**config.mk**
```make
export PLATFORM = sky130hd
export DESIGN_NAME = mastermind_grader
export DESIGN_NICKNAME = d
export VERILOG_FILES = /design/src/rtl/mastermind_pkg.sv /design/src/rtl/mastermind_grader_shape_tally.sv /design/src/rtl/mastermind_grader.sv
export SDC_FILE = /design/constraint.sdc
export NUM_CORES = 1
export LEC_CHECK = 0
export CAP_MARGIN = 20
export CORE_MARGIN = 3
export CORE_UTILIZATION = 45
export DETAILED_ROUTE_END_ITERATION = 10
export GPL_TIMING_DRIVEN = 1
export PLACE_DENSITY = 0.68
export SLEW_MARGIN = 20
export SYNTH_ARGS = -nofsm -noshare
export SYNTH_HDL_FRONTEND = slang
export SYNTH_HIERARCHICAL = 1
export SYNTH_SLANG_ARGS = --single-unit
```
**constraint.sdc**
```tcl
create_clock -name clock -period 12.1 [get_ports clock]
set_input_delay 1.21 -clock clock [delete_from_list [all_inputs] [get_ports clock]]
set_output_delay 1.21 -clock clock [all_outputs]
set_load 0.03 [all_outputs]
```
**src/rtl/mastermind_pkg.sv**
```systemverilog
`default_nettype none
// ============================================================================
// Module   : mastermind_pkg
// Purpose  : Shared types, constants and helpers for the Mastermind grader.
// Revision : 1.0 - initial release
// ============================================================================
package mastermind_pkg;

    // One shape code; 0 is the "no shape" value
    typedef logic [2:0] shape_t;

    // Number of positions in a pattern
    localparam int NUM_POS = 4;

    // Code that never names a real shape
    localparam shape_t SHAPE_NONE = 3'd0;

    // Width of the red/white/total counters (holds 0..4)
    localparam int CNT_W = 3;

    // Grading sequence
    typedef enum logic [1:0] {
        IDLE  = 2'd0,
        RED   = 2'd1,
        COLOR = 2'd2,
        DONE  = 2'd3
    } grader_state_t;

    // A code is a real shape when it lies in 1..max_shape
    function automatic logic is_valid_shape(input shape_t s, input shape_t max_shape);
        return (s != SHAPE_NONE) && (s <= max_shape);
    endfunction

endpackage : mastermind_pkg
`default_nettype wire

```
**src/rtl/mastermind_grader_shape_tally.sv**
```systemverilog
`default_nettype none
// ============================================================================
// Module   : shape_tally
// Purpose  : Counts how many of four shape codes equal a given colour.
//            Purely combinational; result is 0..4.
// Revision : 1.0 - initial release
// ============================================================================
module shape_tally
    import mastermind_pkg::*;
(
    input  shape_t             s0,
    input  shape_t             s1,
    input  shape_t             s2,
    input  shape_t             s3,
    input  shape_t             color,
    output logic [CNT_W-1:0]   count
);

    // Sum of the four per-position equality flags
    always_comb begin
        count = CNT_W'(s0 == color)
              + CNT_W'(s1 == color)
              + CNT_W'(s2 == color)
              + CNT_W'(s3 == color);
    end

endmodule : shape_tally
`default_nettype wire

```
**src/rtl/mastermind_grader.sv**
```systemverilog
`default_nettype none
// ============================================================================
// Module   : mastermind_grader
// Purpose  : Serial Mastermind grader. On start, latches the guess and master
//            patterns, counts exact matches over 4 cycles, tallies per-colour
//            minimum counts over NUM_SHAPES cycles, then presents red/white
//            with a one-cycle done pulse. Latency is 4+NUM_SHAPES+1 cycles.
//            Optional macro GRADER_INVALID_CHECK_EN adds an "invalid" output
//            that forces red=white=0 when any latched code is out of range.
// Revision : 1.0 - initial release
// ============================================================================
module mastermind_grader
    import mastermind_pkg::*;
#(
    parameter int NUM_SHAPES = 6
) (
    input  logic               clock,
    input  logic               reset,
    input  logic               start,
    input  shape_t             guess0,
    input  shape_t             guess1,
    input  shape_t             guess2,
    input  shape_t             guess3,
    input  shape_t             master0,
    input  shape_t             master1,
    input  shape_t             master2,
    input  shape_t             master3,
`ifdef GRADER_INVALID_CHECK_EN
    output logic               invalid,
`endif
    output logic               busy,
    output logic               done,
    output logic [CNT_W-1:0]   red,
    output logic [CNT_W-1:0]   white
);

    localparam shape_t LAST_COLOR = shape_t'(NUM_SHAPES);

    // ------------------------------------------------------------------
    // State
    // ------------------------------------------------------------------
    grader_state_t      state_q,   state_d;
    shape_t             idx_q,     idx_d;      // position in RED, colour in COLOR
    logic [CNT_W-1:0]   red_acc_q, red_acc_d;
    logic [CNT_W-1:0]   tot_acc_q, tot_acc_d;
    shape_t             guess_q  [NUM_POS];
    shape_t             guess_d  [NUM_POS];
    shape_t             master_q [NUM_POS];
    shape_t             master_d [NUM_POS];
    logic               busy_q,    busy_d;
    logic               done_q,    done_d;
    logic [CNT_W-1:0]   red_q,     red_d;
    logic [CNT_W-1:0]   white_q,   white_d;
`ifdef GRADER_INVALID_CHECK_EN
    logic               inv_acc_q, inv_acc_d;
    logic               invalid_q, invalid_d;
    logic               any_invalid;
`endif

    // ------------------------------------------------------------------
    // Per-colour tallies of the latched patterns (colour = idx_q)
    // ------------------------------------------------------------------
    logic [CNT_W-1:0]   guess_cnt;
    logic [CNT_W-1:0]   master_cnt;
    logic [CNT_W-1:0]   min_cnt;
    shape_t             cur_guess;
    shape_t             cur_master;

    shape_tally u_guess_tally (
        .s0    (guess_q[0]),
        .s1    (guess_q[1]),
        .s2    (guess_q[2]),
        .s3    (guess_q[3]),
        .color (idx_q),
        .count (guess_cnt)
    );

    shape_tally u_master_tally (
        .s0    (master_q[0]),
        .s1    (master_q[1]),
        .s2    (master_q[2]),
        .s3    (master_q[3]),
        .color (idx_q),
        .count (master_cnt)
    );

    // Position-select and colour-minimum datapath
    always_comb begin
        cur_guess  = guess_q[idx_q[1:0]];
        cur_master = master_q[idx_q[1:0]];
        min_cnt    = (guess_cnt < master_cnt) ? guess_cnt : master_cnt;
    end

`ifdef GRADER_INVALID_CHECK_EN
    // Any out-of-range code among the eight latched codes
    always_comb begin
        any_invalid = 1'b0;
        for (int i = 0; i < NUM_POS; i++) begin
            if (!is_valid_shape(guess_q[i], LAST_COLOR) ||
                !is_valid_shape(master_q[i], LAST_COLOR)) begin
                any_invalid = 1'b1;
            end
        end
    end
`endif

    // Next-state and datapath control for the grading sequence
    always_comb begin
        state_d   = state_q;
        idx_d     = idx_q;
        red_acc_d = red_acc_q;
        tot_acc_d = tot_acc_q;
        guess_d   = guess_q;
        master_d  = master_q;
        busy_d    = busy_q;
        done_d    = 1'b0;
        red_d     = red_q;
        white_d   = white_q;
`ifdef GRADER_INVALID_CHECK_EN
        inv_acc_d = inv_acc_q;
        invalid_d = invalid_q;
`endif

        case (state_q)
            IDLE: begin
                if (start) begin
                    guess_d[0]  = guess0;
                    guess_d[1]  = guess1;
                    guess_d[2]  = guess2;
                    guess_d[3]  = guess3;
                    master_d[0] = master0;
                    master_d[1] = master1;
                    master_d[2] = master2;
                    master_d[3] = master3;
                    idx_d       = '0;
                    red_acc_d   = '0;
                    tot_acc_d   = '0;
                    busy_d      = 1'b1;
                    state_d     = RED;
`ifdef GRADER_INVALID_CHECK_EN
                    inv_acc_d   = 1'b0;
`endif
                end
            end

            RED: begin
                // Exact match only counts when the shared code is a real shape
                if ((cur_guess == cur_master) && is_valid_shape(cur_guess, LAST_COLOR)) begin
                    red_acc_d = red_acc_q + 1'b1;
                end
`ifdef GRADER_INVALID_CHECK_EN
                if (idx_q == 3'd0) begin
                    inv_acc_d = any_invalid;
                end
`endif
                if (idx_q == shape_t'(NUM_POS - 1)) begin
                    idx_d   = 3'd1;          // colour scan starts at first real shape
                    state_d = COLOR;
                end else begin
                    idx_d   = idx_q + 1'b1;
                end
            end

            COLOR: begin
                tot_acc_d = tot_acc_q + min_cnt;
                if (idx_q == LAST_COLOR) begin
                    // Load results on the edge into DONE so they are valid with done
                    done_d  = 1'b1;
                    red_d   = red_acc_q;
                    white_d = tot_acc_d - red_acc_q;
`ifdef GRADER_INVALID_CHECK_EN
                    invalid_d = inv_acc_q;
                    if (inv_acc_q) begin
                        red_d   = '0;
                        white_d = '0;
                    end
`endif
                    state_d = DONE;
                end else begin
                    idx_d   = idx_q + 1'b1;
                end
            end

            DONE: begin
                busy_d  = 1'b0;
                state_d = IDLE;
            end

            default: begin
                busy_d  = 1'b0;
                state_d = IDLE;
            end
        endcase
    end

    // State and output registers with synchronous reset
    always_ff @(posedge clock) begin
        if (reset) begin
            state_q   <= IDLE;
            idx_q     <= '0;
            red_acc_q <= '0;
            tot_acc_q <= '0;
            for (int i = 0; i < NUM_POS; i++) begin
                guess_q[i]  <= SHAPE_NONE;
                master_q[i] <= SHAPE_NONE;
            end
            busy_q    <= 1'b0;
            done_q    <= 1'b0;
            red_q     <= '0;
            white_q   <= '0;
`ifdef GRADER_INVALID_CHECK_EN
            inv_acc_q <= 1'b0;
            invalid_q <= 1'b0;
`endif
        end else begin
            state_q   <= state_d;
            idx_q     <= idx_d;
            red_acc_q <= red_acc_d;
            tot_acc_q <= tot_acc_d;
            guess_q   <= guess_d;
            master_q  <= master_d;
            busy_q    <= busy_d;
            done_q    <= done_d;
            red_q     <= red_d;
            white_q   <= white_d;
`ifdef GRADER_INVALID_CHECK_EN
            inv_acc_q <= inv_acc_d;
            invalid_q <= invalid_d;
`endif
        end
    end

    assign busy  = busy_q;
    assign done  = done_q;
    assign red   = red_q;
    assign white = white_q;
`ifdef GRADER_INVALID_CHECK_EN
    assign invalid = invalid_q;
`endif

endmodule : mastermind_grader
`default_nettype wire

```
Word level (Yosys, flattened, before mapping)
Cells that the tools add are included.

Register bits: 43. Latch bits: 0. Bits in writable memories: 0. Bits in read-only memories: 0. Bits of input ports: 27. Output and inout port bits: 8. Logic and storage cells: 87. Memories: 0.

$add $sub $neg: 10. Multipliers: 0. Divide/modulo/power cells: 0. Magnitude comparators: 3. Equality and inequality tests: 19. Shift-type cells: 0. Mux-type cells: 21. Bitwise operators: 2. Reduce and logical (&&, ||, !) cells: 16.

Operator list (count): $eq 3x3->1 (9); $mux 3 (9); $add 3x1->3 (4); $bmux 3 s2 (2); $pmux 3 s2 (2); $ne 2x2->1 const B (5); $pmux 3 s3 (1); $reduce_and 3->1 (3); $pmux 2 s4 (1); $reduce_and 2->1 (4); $add 3x1->3 const B (2); $mux 2 (3); $reduce_bool 2->1 (3); $reduce_bool 3->1 (2); $add 1x1->2 (2); $eq 2x2->1 const B (2); $add 3x3->3 (1); $eq 3x2->1 const B (1); $eq 3x3->1 const B (1); $ge 3x3->1 const B (1); $le 3x3->1 const B (1); $lt 3x3->1 (1); $not 2->3 (1); $sub 3x3->3 (1); other kinds (7) (9).

Depth between registers and ports, before layout
Depth in word-level cells: 9. Gate-level depth with buffers: 19. Mapped depth without buffers: 19.

Modules after synthesis
The synthesis kept the hierarchy.

By module, submodules not included: mastermind_grader (times used 1, cells each 257, area an instance 2154.6 um2); shape_tally (times used 2, cells each 21, area an instance 182.7 um2).

Worst setup path before layout
OpenSTA, ideal clock, no wires.

Path type: reg2reg. From: register idx_q[2]. To: register white_q[2] (netlist: white[2]). Library setup time: 86 ps. Arrival: 4263 ps. Slack: 7751 ps. Stages on the path, launching flop included: 20. Buffers on the path: 0. Cell sequence: dfxtp_1 -> xnor2_1 -> nand3_1 -> fa_1 -> inv_1 -> ha_1 -> ha_1 -> inv_1 -> ha_1 -> nand2_1 -> o21ai_0 -> mux2_2 -> ha_1 -> inv_1 -> fa_1 -> inv_1 -> fa_1 -> xnor2_1 -> xnor2_1 -> a211oi_1.

Cells in the longest elaborated chain, start to end: 8.

Ends and longest elaborated chain: start: declaration (RTL line mastermind_grader.sv:43) `shape_t idx_q, idx_d;`; start signal: assignment (RTL line mastermind_grader.sv:217) `idx_q <= idx_d;`; $eq 3x3->1, on equally long branches (RTL line mastermind_grader_shape_tally.sv:21, mastermind_grader_shape_tally.sv:22); $add 1x1->2 (RTL line mastermind_grader_shape_tally.sv:22) `+ CNT_W'(s1 == color)`; $add 3x1->3 (RTL line mastermind_grader_shape_tally.sv:23) `+ CNT_W'(s2 == color)`; $add 3x1->3 (*) (RTL line mastermind_grader_shape_tally.sv:24) `+ CNT_W'(s3 == color);`; via master_cnt[1] (RTL line mastermind_grader.sv:64) `logic [CNT_W-1:0] master_cnt;`; $lt 3x3->1 (RTL line mastermind_grader.sv:91) `min_cnt = (guess_cnt < master_cnt) ? guess_cnt : master_cnt;`; $mux 3 (*) (RTL line mastermind_grader.sv:91); $add 3x3->3 (*) (RTL line mastermind_grader.sv:165) `tot_acc_d = tot_acc_q + min_cnt;`; $sub 3x3->3 (*) (RTL line mastermind_grader.sv:170) `white_d = tot_acc_d - red_acc_q;`; end signal: assignment (RTL line mastermind_grader.sv:225) `white_q <= white_d;`; end: declaration (RTL line mastermind_grader.sv:53) `logic [CNT_W-1:0] white_q, white_d;`.

The timed path passes the listed nets; every way through them passes the cells marked *. A chain may end at the register's enable or synchronous reset.

Worst setup path after layout
From: register idx_q[0]. To: register white_q[2] (netlist: white[2]).

The elaborated chain is that of the path after synthesis.

==> summary.txt <==
Clock tree
  – H-tree Lvls: 2
  – Root buffer cell: clkbuf_8
  – CTS Sinks: 43
  – Post-CTS Resized: 0
  – Clock Latency Late Sink: 290 ps
  – TritonCTS clock tree: yes
  – CTS Hold Bufs: 0
  – Max Root-Sink Buffers: 2
  – CTS clk-pin slew, worst paths: 80 ps
  – CTS Buf Count: 5
  – Post-CTS setup buffers: 0

Final layout
  – # diodes: 0
  – Commonest non-fill, non-tap cell in the layout: nand2_1
  – Area Overhead vs Synth: 18.3%
  – Most frequent cells in the layout: nand2_1 (69), dfxtp_1 (43), clkdlybuf4s50_1 (34)
  – Post-route cell area: between 2000 and 3000 sq um
  – Fill cell count: 524
  – Layout cell share with drive strength beyond 1: 5.81%
  – Non-filler cells in the finished layout: about 400
  – Final net count: 375

Critical path
  – Critical Path Start Type: flip-flop
  – Cells along the critical path: xnor2_1 > nand3_1 > fa_1 > inv_1 > ha_1 > ha_1 > inv_1 > ha_1 > nand2_1 > o21ai_0 > mux2_2 > ha_1 > inv_1 > fa_1 > inv_1 > fa_1 > xnor2_1 > xnor2_1 > a211oi_1
  – CP max stage delay: 910 ps
  – Crit path kind: flip-flop to flip-flop
  – Critical path data required time: 12300 ps
  – Worst path arrival time: 5130 ps
  – Slowest-stage cell, CP: dfxtp_1
  – Worst Reg-to-Reg Cells: 19
  – Buffers and inverters on the worst path: 4
  – Crit path launch: idx_q[0]$_SDFFE_PP0P_
  – FF-to-FF Start: idx_q[0]$_SDFFE_PP0P_
  – Crit. End Element: flip-flop
  – WP depth: 19
  – Reg2reg setup slack: around 7200 ps
  – Top delay family on crit path: adder cells
  – Crit path max fanout: 19

Floorplan
  – Core ar.: 5270 sq um
  – Cell Rows: 26
  – Full die area: 6530 sq um
  – Die W: 80.8 um
  – IO Pins: 35
  – Die Ht: 80.8 um
  – Initial Utilization: 47.8%

Synth
  – Cells after Synth: 299
  – Ys Warns: 6
  – Mapped Nets: 347
  – Syn Area/Cell: 8.43 sq um
  – #FFs+latches synth: 43
  – Post-synthesis sequential area ratio: 34.2%
  – Post-Synthesis Cell Area: 2520 sq um
  – Unique masters post-synth: 37

Outcome
  – Status: finished, final reports clean

STA
  – Final Hold Fails: 0
  – Least-Margin Pin Slew: around 890 ps
  – Post-route clock period utilization: 40.7%
  – Worst Skew: ~5.3 ps
  – Final Setup Violations: 0
  – Max Freq: 0.203 GHz
  – Setup WS post-layout: 7170 ps
  – Crit path time final: a little under 5000 ps
  – Max-slew violation count: 0
  – RSZ-0062 raised after global routing: false
  – Headroom to the max-slew limit: 40.6%
  – Setup TNS: 0 ps

Power
  – Peak VDD IR: 0.158 mV
  – Pwr dens: 235 nW/um^2
  – Leak: 0.00118 uW

Worst hold path
  – Hold Crit Depth: 2
  – HP Class: flip-flop to flip-flop
  – Hold wc startpoint: red[1]$_SDFFE_PP0P_

Routing
  – Iter 0 DRT Violations: 102
  – Routed len/inst: roughly 12 um
  – Number of vias per cell: 5.00
  – Residual DRC: 0
  – Final ANT Viol Nets: 0
  – Router iterations before antenna repair: 4
  – Total Wirelength: 4.85 mm
  – Via count: a little under 2000

Placed design
  – I/O Buffers: 34
  – # placed instances: 390
  – Hpwl dp: approximately 3.6 mm
  – Pre-CTS setup slack: 7160 ps
  – Area after DPL: just under 3000 sq um
  – Gpl congestion: 0.764

Global routing
  – Largest net degree at the start of global routing: 44
  – Congestion Overflow GR: 0
  – Antenna violations before repair: 0
  – Vias in the first global route: around 1800
  – Global Route Usage Sum: 16.3%
  – First-pass GRT wire length: 8.36 mm

Run
  – Max-cap violations: 0
[Yosys cell counts]
cell type	count	area (sq um)
ha_1	17	213
xor2_1	8	70.1
nor3_2	2	20.0
or2b_1	1	7.51
and3_1	1	6.26
mux2i_1	6	60.1
nor2b_1	3	18.8
nor2_1	18	67.6
a211oi_1	2	15.0
mux4_1	2	52.6
o31ai_1	1	7.51
a2bb2oi_1	1	8.76
inv_1	19	71.3
buf_6	1	11.3
nor4b_1	1	8.76
mux4_2	4	90.1
nand2_1	69	259
buf_2	1	5.00
nor3_1	3	15.0
a21oi_1	33	165
nand3b_1	1	7.51
mux2_2	1	11.3
a22oi_2	1	12.5
a221oi_1	1	8.76
clkbuf_1	12	45.0
and2_1	1	6.26
a22oi_1	2	15.0
or2_2	2	12.5
xnor2_1	22	193
nor3b_1	1	7.51
nand2b_1	1	6.26
a32oi_1	1	8.76
fa_1	4	80.1
nand3_1	8	40.0
nor4_2	1	12.5
o21ai_0	4	20.0
dfxtp_1	43	861
[worst register-to-register path: stages (launching register included)]
cell and delay (ps):
dfxtp_1 910, xnor2_1 200, nand3_1 120, fa_1 540, inv_1 40, ha_1 190, ha_1 290, inv_1 50
ha_1 270, nand2_1 50, o21ai_0 310, mux2_2 230, ha_1 130, inv_1 50, fa_1 490, inv_1 60
fa_1 410, xnor2_1 150, xnor2_1 130, a211oi_1 240
[logic make-up after synthesis]
group | synth area share [%]
AO/OA/AOI/OAI | 10.4
buffers and inverters | 5.26
AND/OR/NAND/NOR | 19.7
adder cells (fa/ha/maj) | 11.6
multiplexers | 8.49
XOR/XNOR | 10.4
flip-flops | 34.2
[worst paths after layout]
| path | to |
|---|---|
| worst min register to register | red[1]$_SDFFE_PP0P_ |
| worst min-delay path | red[1]$_SDFFE_PP0P_ |
| worst max-delay path | white[2]$_SDFFE_PP0P_ |
| worst max register to register | white[2]$_SDFFE_PP0P_ |
[through the flow]
step           hold slack (ps)  utilization, %  power (uW)
6_report                   456            56.6         701
5_1_grt                    475            56.6         782
4_1_cts                    459            56.6         709
3_5_place_dp               447            54.9         616
3_3_place_gp               443            54.9         603
2_1_floorplan              454               -         529
[per-layer routing]
metal	global-route usage, %	vias up	share of wire (%)
met1	20.2	907	46
met4	5.07	0	1.4
li1	-	1043	-
met5	0	-	0
met2	28.3	29	49
met3	3.33	7	3.4
[area by class of cell]
class / instances / area, sq um / area share [%]
clock buffer: 6 / 82.6 / 2.77
clock inverter: 1 / 5.00 / 0.168
inverter: 19 / 71.3 / 2.39
multi-input combinational: 223 / 1530 / 51.2
sequential: 43 / 861 / 28.9
tap: 70 / 87.6 / 2.94
timing repair buffer: 35 / 348 / 11.7
[state kept, by name (all words and copies together), names as in the netlist]
signal,flops
guess_q,12
master_q,12
idx_q,3
red,3
red_acc_q,3
tot_acc_q,3
white,3
state_q,2
busy,1
done,1
[power breakdown]
| group | internal [uW] | switching, uW | total [uW] |
|---|---|---|---|
| registers | 163 | 23.9 | 187 |
| logic | 197 | 225 | 423 |
| clock network | 44.8 | 46.4 | 91.2 |
Note: power is estimated with default switching activity, not from simulation.
